`config.mk`:
```
export PLATFORM = sky130hd
export DESIGN_NAME = btn_event_scan
export DESIGN_NICKNAME = d
export VERILOG_FILES = /design/src/rtl/btn_pkg.sv /design/src/rtl/btn_debounce.sv /design/src/rtl/btn_event_scan.sv
export SDC_FILE = /design/constraint.sdc
export NUM_CORES = 1
export LEC_CHECK = 0
export CAP_MARGIN = 40
export CORE_MARGIN = 2
export CORE_UTILIZATION = 50
export CTS_CLUSTER_SIZE = 20
export DETAILED_ROUTE_END_ITERATION = 8
export PLACE_DENSITY = 0.71
export RECOVER_POWER = 25
export SYNTH_ARGS = -nofsm -noshare
export SYNTH_HDL_FRONTEND = slang
export SYNTH_SLANG_ARGS = --single-unit
```
`constraint.sdc`:
```
create_clock -name CLK -period 1.9 [get_ports CLK]
set_input_delay 0.19 -clock CLK [delete_from_list [all_inputs] [get_ports CLK]]
set_output_delay 0.19 -clock CLK [all_outputs]
set_load 0.005 [all_outputs]
```
`src/rtl/btn_pkg.sv`:
```
// Shared defaults and width helper for the button event scanner.
package btn_pkg;

  localparam int unsigned DefNBtn       = 4;
  localparam int unsigned DefDbCycles   = 20000;
  localparam int unsigned DefLongCycles = 1000000;

  // Index width that never collapses to zero bits for a single channel.
  function automatic int unsigned id_w(input int unsigned n);
    if (n <= 1) return 1;
    return $clog2(n);
  endfunction

endpackage

```
`src/rtl/btn_debounce.sv`:
```
// One button channel: 2-flop synchroniser followed by a stable-count debouncer.
module btn_debounce
  import btn_pkg::*;
#(
  parameter int unsigned DB_CYCLES = DefDbCycles
) (
  input  logic CLK,
  input  logic RESET_N,
  input  logic btn,
  output logic level
);

  localparam int unsigned CNT_W = $clog2(DB_CYCLES);

  logic [1:0]       sync_q;
  logic [CNT_W-1:0] cnt_q;
  logic             level_q;

  always_ff @(posedge CLK or negedge RESET_N) begin
    if (!RESET_N) begin
      sync_q  <= '0;
      cnt_q   <= '0;
      level_q <= 1'b0;
    end else begin
      sync_q <= {sync_q[0], btn};
      if (sync_q[1] == level_q) begin
        cnt_q <= '0;
      end else if (cnt_q == CNT_W'(DB_CYCLES - 1)) begin
        level_q <= sync_q[1];
        cnt_q   <= '0;
      end else begin
        cnt_q <= cnt_q + CNT_W'(1);
      end
    end
  end

  assign level = level_q;

endmodule

```
`src/rtl/btn_event_scan.sv`:
```
// Debounced button press scanner with round-robin event output and ready/valid handshake.
// Define BTN_LONG_PRESS_EN to add per-channel long-press events.
module btn_event_scan
  import btn_pkg::*;
#(
  parameter int unsigned N_BTN       = DefNBtn,
  parameter int unsigned DB_CYCLES   = DefDbCycles,
  parameter int unsigned LONG_CYCLES = DefLongCycles
) (
  input  logic                   CLK,
  input  logic                   RESET_N,
  input  logic [N_BTN-1:0]       BTN,
  input  logic                   EVT_READY,
  output logic                   EVT_VALID,
  output logic [id_w(N_BTN)-1:0] EVT_ID,
  output logic                   EVT_LONG,
  output logic [N_BTN-1:0]       BTN_LEVEL,
  output logic                   PEND_OVF
);

  localparam int unsigned ID_W = id_w(N_BTN);
`ifdef BTN_LONG_PRESS_EN
  localparam int unsigned NSLOT = 2 * N_BTN;
`else
  localparam int unsigned NSLOT = N_BTN;
`endif
  localparam int unsigned SLOT_W = id_w(NSLOT);

  logic [N_BTN-1:0]  level, level_prev_q, rise, pend_q;
  logic [NSLOT-1:0]  req, set_v, grant, req_d;
  logic [SLOT_W-1:0] ptr_q, win;
  logic [31:0]       idx;
  logic              found, load, ovf_d, valid_q, ovf_q;
  logic [ID_W-1:0]   id_q, win_id;

  for (genvar i = 0; i < N_BTN; i++) begin : g_db
    btn_debounce #(
      .DB_CYCLES(DB_CYCLES)
    ) u_db (
      .CLK    (CLK),
      .RESET_N(RESET_N),
      .btn    (BTN[i]),
      .level  (level[i])
    );
  end

  assign rise = level & ~level_prev_q;

`ifdef BTN_LONG_PRESS_EN
  localparam int unsigned HOLD_W = $clog2(LONG_CYCLES + 1);

  logic [HOLD_W-1:0] hold_q [N_BTN];
  logic [N_BTN-1:0]  lpend_q, lset;
  logic              win_long, long_q;

  // Hold counter saturates at LONG_CYCLES so the long event fires once per press.
  always_comb begin
    lset = '0;
    for (int i = 0; i < N_BTN; i++) begin
      lset[i] = level[i] && (hold_q[i] == HOLD_W'(LONG_CYCLES - 1));
    end
  end

  always_ff @(posedge CLK or negedge RESET_N) begin
    if (!RESET_N) begin
      for (int i = 0; i < N_BTN; i++) hold_q[i] <= '0;
      lpend_q <= '0;
      long_q  <= 1'b0;
    end else begin
      for (int i = 0; i < N_BTN; i++) begin
        if (!level[i]) hold_q[i] <= '0;
        else if (hold_q[i] != HOLD_W'(LONG_CYCLES)) hold_q[i] <= hold_q[i] + HOLD_W'(1);
      end
      lpend_q <= req_d[NSLOT-1:N_BTN];
      if (load) long_q <= found && win_long;
    end
  end

  assign req      = {lpend_q, pend_q};
  assign set_v    = {lset, rise};
  assign win_long = (win >= SLOT_W'(N_BTN));
  assign win_id   = win_long ? ID_W'(win - SLOT_W'(N_BTN)) : ID_W'(win);
  assign EVT_LONG = long_q;
`else
  assign req      = pend_q;
  assign set_v    = rise;
  assign win_id   = ID_W'(win);
  assign EVT_LONG = 1'b0;
`endif

  // Round-robin search begins one slot after the last grant.
  always_comb begin
    found = 1'b0;
    win   = '0;
    grant = '0;
    idx   = '0;
    for (int unsigned k = 1; k <= NSLOT; k++) begin
      idx = 32'(ptr_q) + k;
      if (idx >= NSLOT) idx = idx - NSLOT;
      if (!found && req[idx[SLOT_W-1:0]]) begin
        found = 1'b1;
        win   = idx[SLOT_W-1:0];
      end
    end
    load = ~valid_q | EVT_READY;
    if (load && found) grant[win] = 1'b1;
    // A set on the granted bit wins, so the bit stays pending.
    req_d = (req & ~grant) | set_v;
    ovf_d = |(set_v & req & ~grant);
  end

  always_ff @(posedge CLK or negedge RESET_N) begin
    if (!RESET_N) begin
      level_prev_q <= '0;
      pend_q       <= '0;
      valid_q      <= 1'b0;
      id_q         <= '0;
      ovf_q        <= 1'b0;
      ptr_q        <= SLOT_W'(NSLOT - 1);
    end else begin
      level_prev_q <= level;
      pend_q       <= req_d[N_BTN-1:0];
      ovf_q        <= ovf_d;
      if (load) begin
        valid_q <= found;
        id_q    <= found ? win_id : '0;
        if (found) ptr_q <= win;
      end
    end
  end

  assign EVT_VALID = valid_q;
  assign EVT_ID    = id_q;
  assign BTN_LEVEL = level;
  assign PEND_OVF  = ovf_q;

endmodule

```
==> results by group <==
Outcome
  – Outcome: finished clean

Setup path
  – Worst-path fanout max: 5
  – Crit path capture type: flip-flop
  – Reg-to-reg startpoint: ptr_q[0]$_DFFE_PN1P_
  – Critical Path AT: 1900 ps
  – Required @ worst endpoint: 2120 ps
  – Crit Path Category: reg -> reg
  – Setup crit start: ptr_q[0]$_DFFE_PN1P_
  – CP startpoint kind: flip-flop

Power
  – VDD IR max: 0.406 mV
  – Pwr/cell area: 911 nW/um^2
  – Leakage: 1.93 nW

Timing
  – Max Slew Vio Count: 0
  – Period utilization: 0.883
  – Slew @ Worst Pin: 755 ps
  – Fin Setup TNS: 0 ps
  – Max Fclk: 0.596 GHz
  – Minimum clock period: 1680 ps
  – Unrepaired setup endpoints after global routing: no
  – Setup violators final: 0
  – Slew headroom: 0.497
  – Fin. Hold Viols: 0
  – Setup Skew: 7.70 ps

Global route
  – Total congestion overflow: 0
  – Gr usage total: 0.151
  – Vias in the first global route: 2,306
  – Antenna violations before repair: 0
  – Largest net degree at the start of global routing: 59
  – First-pass GRT wire length: 10.1 mm

Synthesis
  – Multiplexer area fraction after synthesis: 0.0118
  – Mapped Cells: 360
  – Sequential fraction of the synthesis area: 0.564
  – Ys flop type: dfrtp_1
  – Synth Area in Adders: 0.0131
  – Post-Syn Nets: 371
  – Mean Syn Cell Area: 10.6 sq um
  – Synth cell types: 40
  – Mapped Area: 3820 sq um
  – Post-Synth XOR/XNOR Area: 0.124
  – YS warnings: 0
  – Largest family of logic cells by synthesized area: simple AND/OR/NAND/NOR gates
  – Flops & latches, synth: 86
  – Fraction of registers with async set/reset: 1.00
  – Synth Area in Compound Gates: 0.0311
  – Post-Synth Simple-Gate Area: 0.232
  – EDFF count, synth: 0

Clocking
  – Worst-Skew Late Latency: 340 ps
  – Root Buffer: clkbuf_8
  – Num CTS Buffers: 9
  – CTS clock-pin slew for the worst setup and hold paths: 80 ps
  – H-tree depth: 3
  – Setup Fix Bufs, Post-CTS: 0
  – Bufs on Longest Clock Path: 2
  – CTS tree: built
  – Clock Sinks: 86

Die
  – Initial core utilization: 0.521
  – # rows: 31
  – Core ar.: 7330 sq um
  – DIE AREA: 8360 sq um
  – I/O pins: 16
  – Die H: 91.4 microns
  – Die span in x: 91.4 microns

Drt
  – # DRC: 0
  – WL/cell: 11.9 microns
  – DRT Pass-1 Iters: 4
  – 1st-iter DRT viols: 96
  – Drt total wl: 5.75 mm
  – Antenna-violating nets left: 0
  – Vias per cell: 4.98
  – Via count: 2,417

Hold path
  – Worst Hold Class: in -> async

Finish
  – Diode count: 0
  – Final Cell Area: 4300 sq um
  – Area Growth Syn to Fin: 12.4%
  – # nets final: 394
  – Fillers: 611
  – Share of layout cells above drive strength 1: 0.0933

Placement
  – IO Port Bufs: 14
  – Placed inst area: 4080 sq um
  – Routability-driven placement congestion ratio: 0.832
  – DP Wirelength: 4.01 mm

Job
  – MaxCap Viol Count: 0
## worst max-delay path, cell delays in order (launching register included)
cell	delay, ps
dfstp_2	590
nor2b_1	60
a21oi_1	170
o211ai_2	170
o31ai_2	300
o22a_1	180
o221ai_2	80
## flip-flops by register name (all words and copies together) (netlist names)
| register | flops |
|---|---|
| ptr_q | 2 |
| pend_q | 4 |
| level_prev_q | 4 |
| g_db.u_db.level | 4 |
| PEND_OVF | 1 |
| g_db.u_db.cnt_q | 60 |
| EVT_ID | 2 |
| EVT_VALID | 1 |
| g_db.u_db.sync_q | 8 |
## cell usage after synthesis, types with 2 or more instances
| library cell | n | area share |
|---|---|---|
| dfrtp_1 | 84 | 0.55 |
| a21oi_1 | 3 | 0.0039 |
| nor4b_1 | 3 | 0.0069 |
| ha_1 | 4 | 0.013 |
| nor3_1 | 5 | 0.0065 |
| and3_1 | 6 | 0.0098 |
| nand4_1 | 14 | 0.023 |
| buf_4 | 6 | 0.012 |
| or3_1 | 2 | 0.0033 |
| o21ai_0 | 3 | 0.0039 |
| nand2b_1 | 10 | 0.016 |
| nand3_1 | 22 | 0.029 |
| nand2_1 | 32 | 0.031 |
| nor4_1 | 2 | 0.0033 |
| dfstp_2 | 2 | 0.014 |
| mux2_2 | 4 | 0.012 |
| o221ai_2 | 2 | 0.0079 |
| nor2_1 | 69 | 0.068 |
| xor2_1 | 38 | 0.087 |
| nor2b_1 | 3 | 0.0049 |
| inv_1 | 8 | 0.0079 |
| a21o_1 | 2 | 0.0039 |
| xnor2_1 | 16 | 0.037 |
| buf_2 | 3 | 0.0039 |
| o21ai_1 | 2 | 0.0026 |
## path summary, 6_finish.rpt
kind                                                    endpoint  slack, ps  cells after the start
max in group asynchronous        g_db[0].u_db.cnt_q[1]$_DFF_PN0_        570                      3
worst max-delay path                          PEND_OVF$_DFF_PN0_        220                      6
min in group CLK                g_db[2].u_db.sync_q[1]$_DFF_PN0_        350                      0
worst min-delay path            g_db[1].u_db.cnt_q[14]$_DFF_PN0_        240                      2
worst min register to register  g_db[2].u_db.sync_q[1]$_DFF_PN0_        350                      0
worst max register to register                PEND_OVF$_DFF_PN0_        220                      6
## stage by stage
| step | setup slack, ps | power [mW] | util | hold slack (ps) | std cells |
|---|---|---|---|---|---|
| after detailed placement | 214 | 2.50 | 0.557 | 8.95 | 470 |
| after global placement | 232 | 2.48 | 0.557 | 9.51 | 470 |
| final | 223 | 3.91 | 0.586 | 238 | 485 |
| after global routing | 77.7 | 4.10 | 0.586 | 267 | 485 |
| after floorplan | 380 | 2.32 | - | -106 | 360 |
| after CTS | 212 | 3.97 | 0.589 | 166 | 485 |
## layout by cell type (no fill, tap or decap), types with 5 or more instances in the layout
cell,instances
nand3_1,22
xnor2_1,16
nand4_1,14
nor3_1,5
dlygate4sd3_1,5
dfrtp_1,84
nand2_1,32
nand2b_1,10
nor2_1,69
clkdlybuf4s50_1,9
and3_1,6
xor2_1,38
clkbuf_8,9
inv_1,8
## per-layer routing
metal	part of all wire	global-route usage	routed length [microns]
met1	0.52	0.210	3000
met4	0.014	0.0795	82
met2	0.44	0.225	2540
met3	0.022	0.0274	128
met5	0	0	0
## cells by family after synthesis
group           count (synthesis)
flops                          86
buf+inv                        17
fa+ha+maj                       4
simple gates                  179
xor+xnor                       54
compound gates                 15
mux                             4
other cells                     1
## cell type report
cell class	count	area (sq um)	area share
clock buffer	10	128	0.0297
clock inverter	4	97.6	0.0227
inverter	8	30.0	0.00699
multi-input combinational	257	1580	0.367
sequential	86	2150	0.501
tap	99	124	0.0288
timing repair buffer	21	186	0.0434
## timing repair
action                    CTS  global route
resized for setup           0             0
hold endpoints to repair   84             0
hold buffers                1             0
## power by group
part,leakage (nW),switching (mW),internal (mW)
registers,1.16,0.0903,1.93
clock network,0.108,0.605,0.860
logic,0.659,0.236,0.194
total,1.93,0.931,2.98
(Power assumes the default switching activity.)
==> edit, RTL diff (config.mk and constraints unchanged) <==
Change the package constant `DefNBtn` from 4 to 2.
--- a/src/rtl/btn_pkg.sv
+++ b/src/rtl/btn_pkg.sv
@@ -3,3 +3,3 @@
 
-  localparam int unsigned DefNBtn       = 4;
+  localparam int unsigned DefNBtn       = 2;
   localparam int unsigned DefDbCycles   = 20000;
Interface: changed (resized BTN, BTN_LEVEL and EVT_ID); port bits go from 16 to 11. The function was not compared with the original's and may differ.
==> edit against the original RTL <==
  * Area after synthesis down 48%
  * Via count fell by 44%
  * Global-route usage grew 2.0 points
  * Sequential cell count decreased by 42
  * Routed wire length decreased by 43%
  * Total power decreased by 56%
  * Setup slack lost 190 ps
  * Design area fell by 47%
  * Critical path type unchanged
  * Critical endpoint is now g_db[1].u_db.level$_DFFE_PN0P_
  * Largest power group unchanged
  * Highest routed layer unchanged
==> edit: results <==
INSERT INTO impl_metrics (metric_group, metric, value, unit) VALUES
('status', 'status', 'complete, no violations', ''),
('layout', 'num-nets-final', '215', ''),
('power_and_ir_drop', 'logic_power_comb', '0.0000616', 'W'),
('sta', 'worst_pin_slew', '1020', 'ps'),
('layout', 'area.sequential', '1100', 'sq um'),
('worst_setup_path', 'stage_delay_of_the_slowest_cell_on_the_critical_path', '530', 'ps'),
('clock_network', 'clk_latency', '290', 'ps'),
('placement', 'pre_cts_ws', '34.9', 'ps'),
('global_route', 'groute.layer.met2.usage', '28.6', '%'),
('layout', 'filler_cell_count', '308', ''),
('placement', 'detailedPlacementHpwl', '2.41', 'mm'),
('detailed_routing', 'total_wire_length', '3.31', 'mm'),
('logic_synthesis', 'synth.yosys.seq_area_share', '55.7', '%'),
('detailed_routing', 'detail_route.wl_per_cell', '12.9', 'um'),
('detailed_routing', 'detail_route.wirelength.met1', '1.58', 'mm'),
('worst_setup_path', 'cp_max_fo', '3', ''),
('worst_setup_path', 'ff2ff_setup_slack', '40', 'ps'),
('global_route', 'grt_max_degree', '21', ''),
('hold_path', 'class_of_the_worst_hold_path', 'flop to flop', ''),
('logic_synthesis', 'synthTopCellsByCount', 'dfrtp_1, nor2_1, xnor2_1, nand2_1, nand3_1', '');
[edit: cell types whose count changed in the layout (fill, tap and decap cells not counted), sizes merged, moves of 8 or more]
cell	before	now
dfrtp	84	43
nor2	71	33
xor2	38	8
nand2	32	16
nand3	23	10
nand4	15	7
[edit: layout make-up]
| cell class | instances | area share [%] |
|---|---|---|
| clock buffers | 5 | 3.05 |
| clock inverters | 3 | 1.88 |
| inverters | 5 | 0.831 |
| multi-input cells | 136 | 36.6 |
| flip-flops and latches | 44 | 48.8 |
| well taps | 48 | 2.66 |
| repair buffers | 16 | 6.15 |
[edit: cells by family (layout without fill, tap and decap cells)]
group	after synthesis	after routing	synth area share, %
and+or+nand+nor	95	95	23.9
DFF	44	44	55.7
xor gates and xnor gates	28	28	12.4
buffers and inverters	10	29	2.84
AOI/OAI and AO/OA	8	8	2.40
adders and majority gates	2	2	1.26
muxes	2	2	1.33
other	1	1	0.189
[edit: critical path, delay by kind of cell, from the launching register on]
family	cells	cell delay [ps]
simple gates	2	1040
mux	1	310
flops	1	400
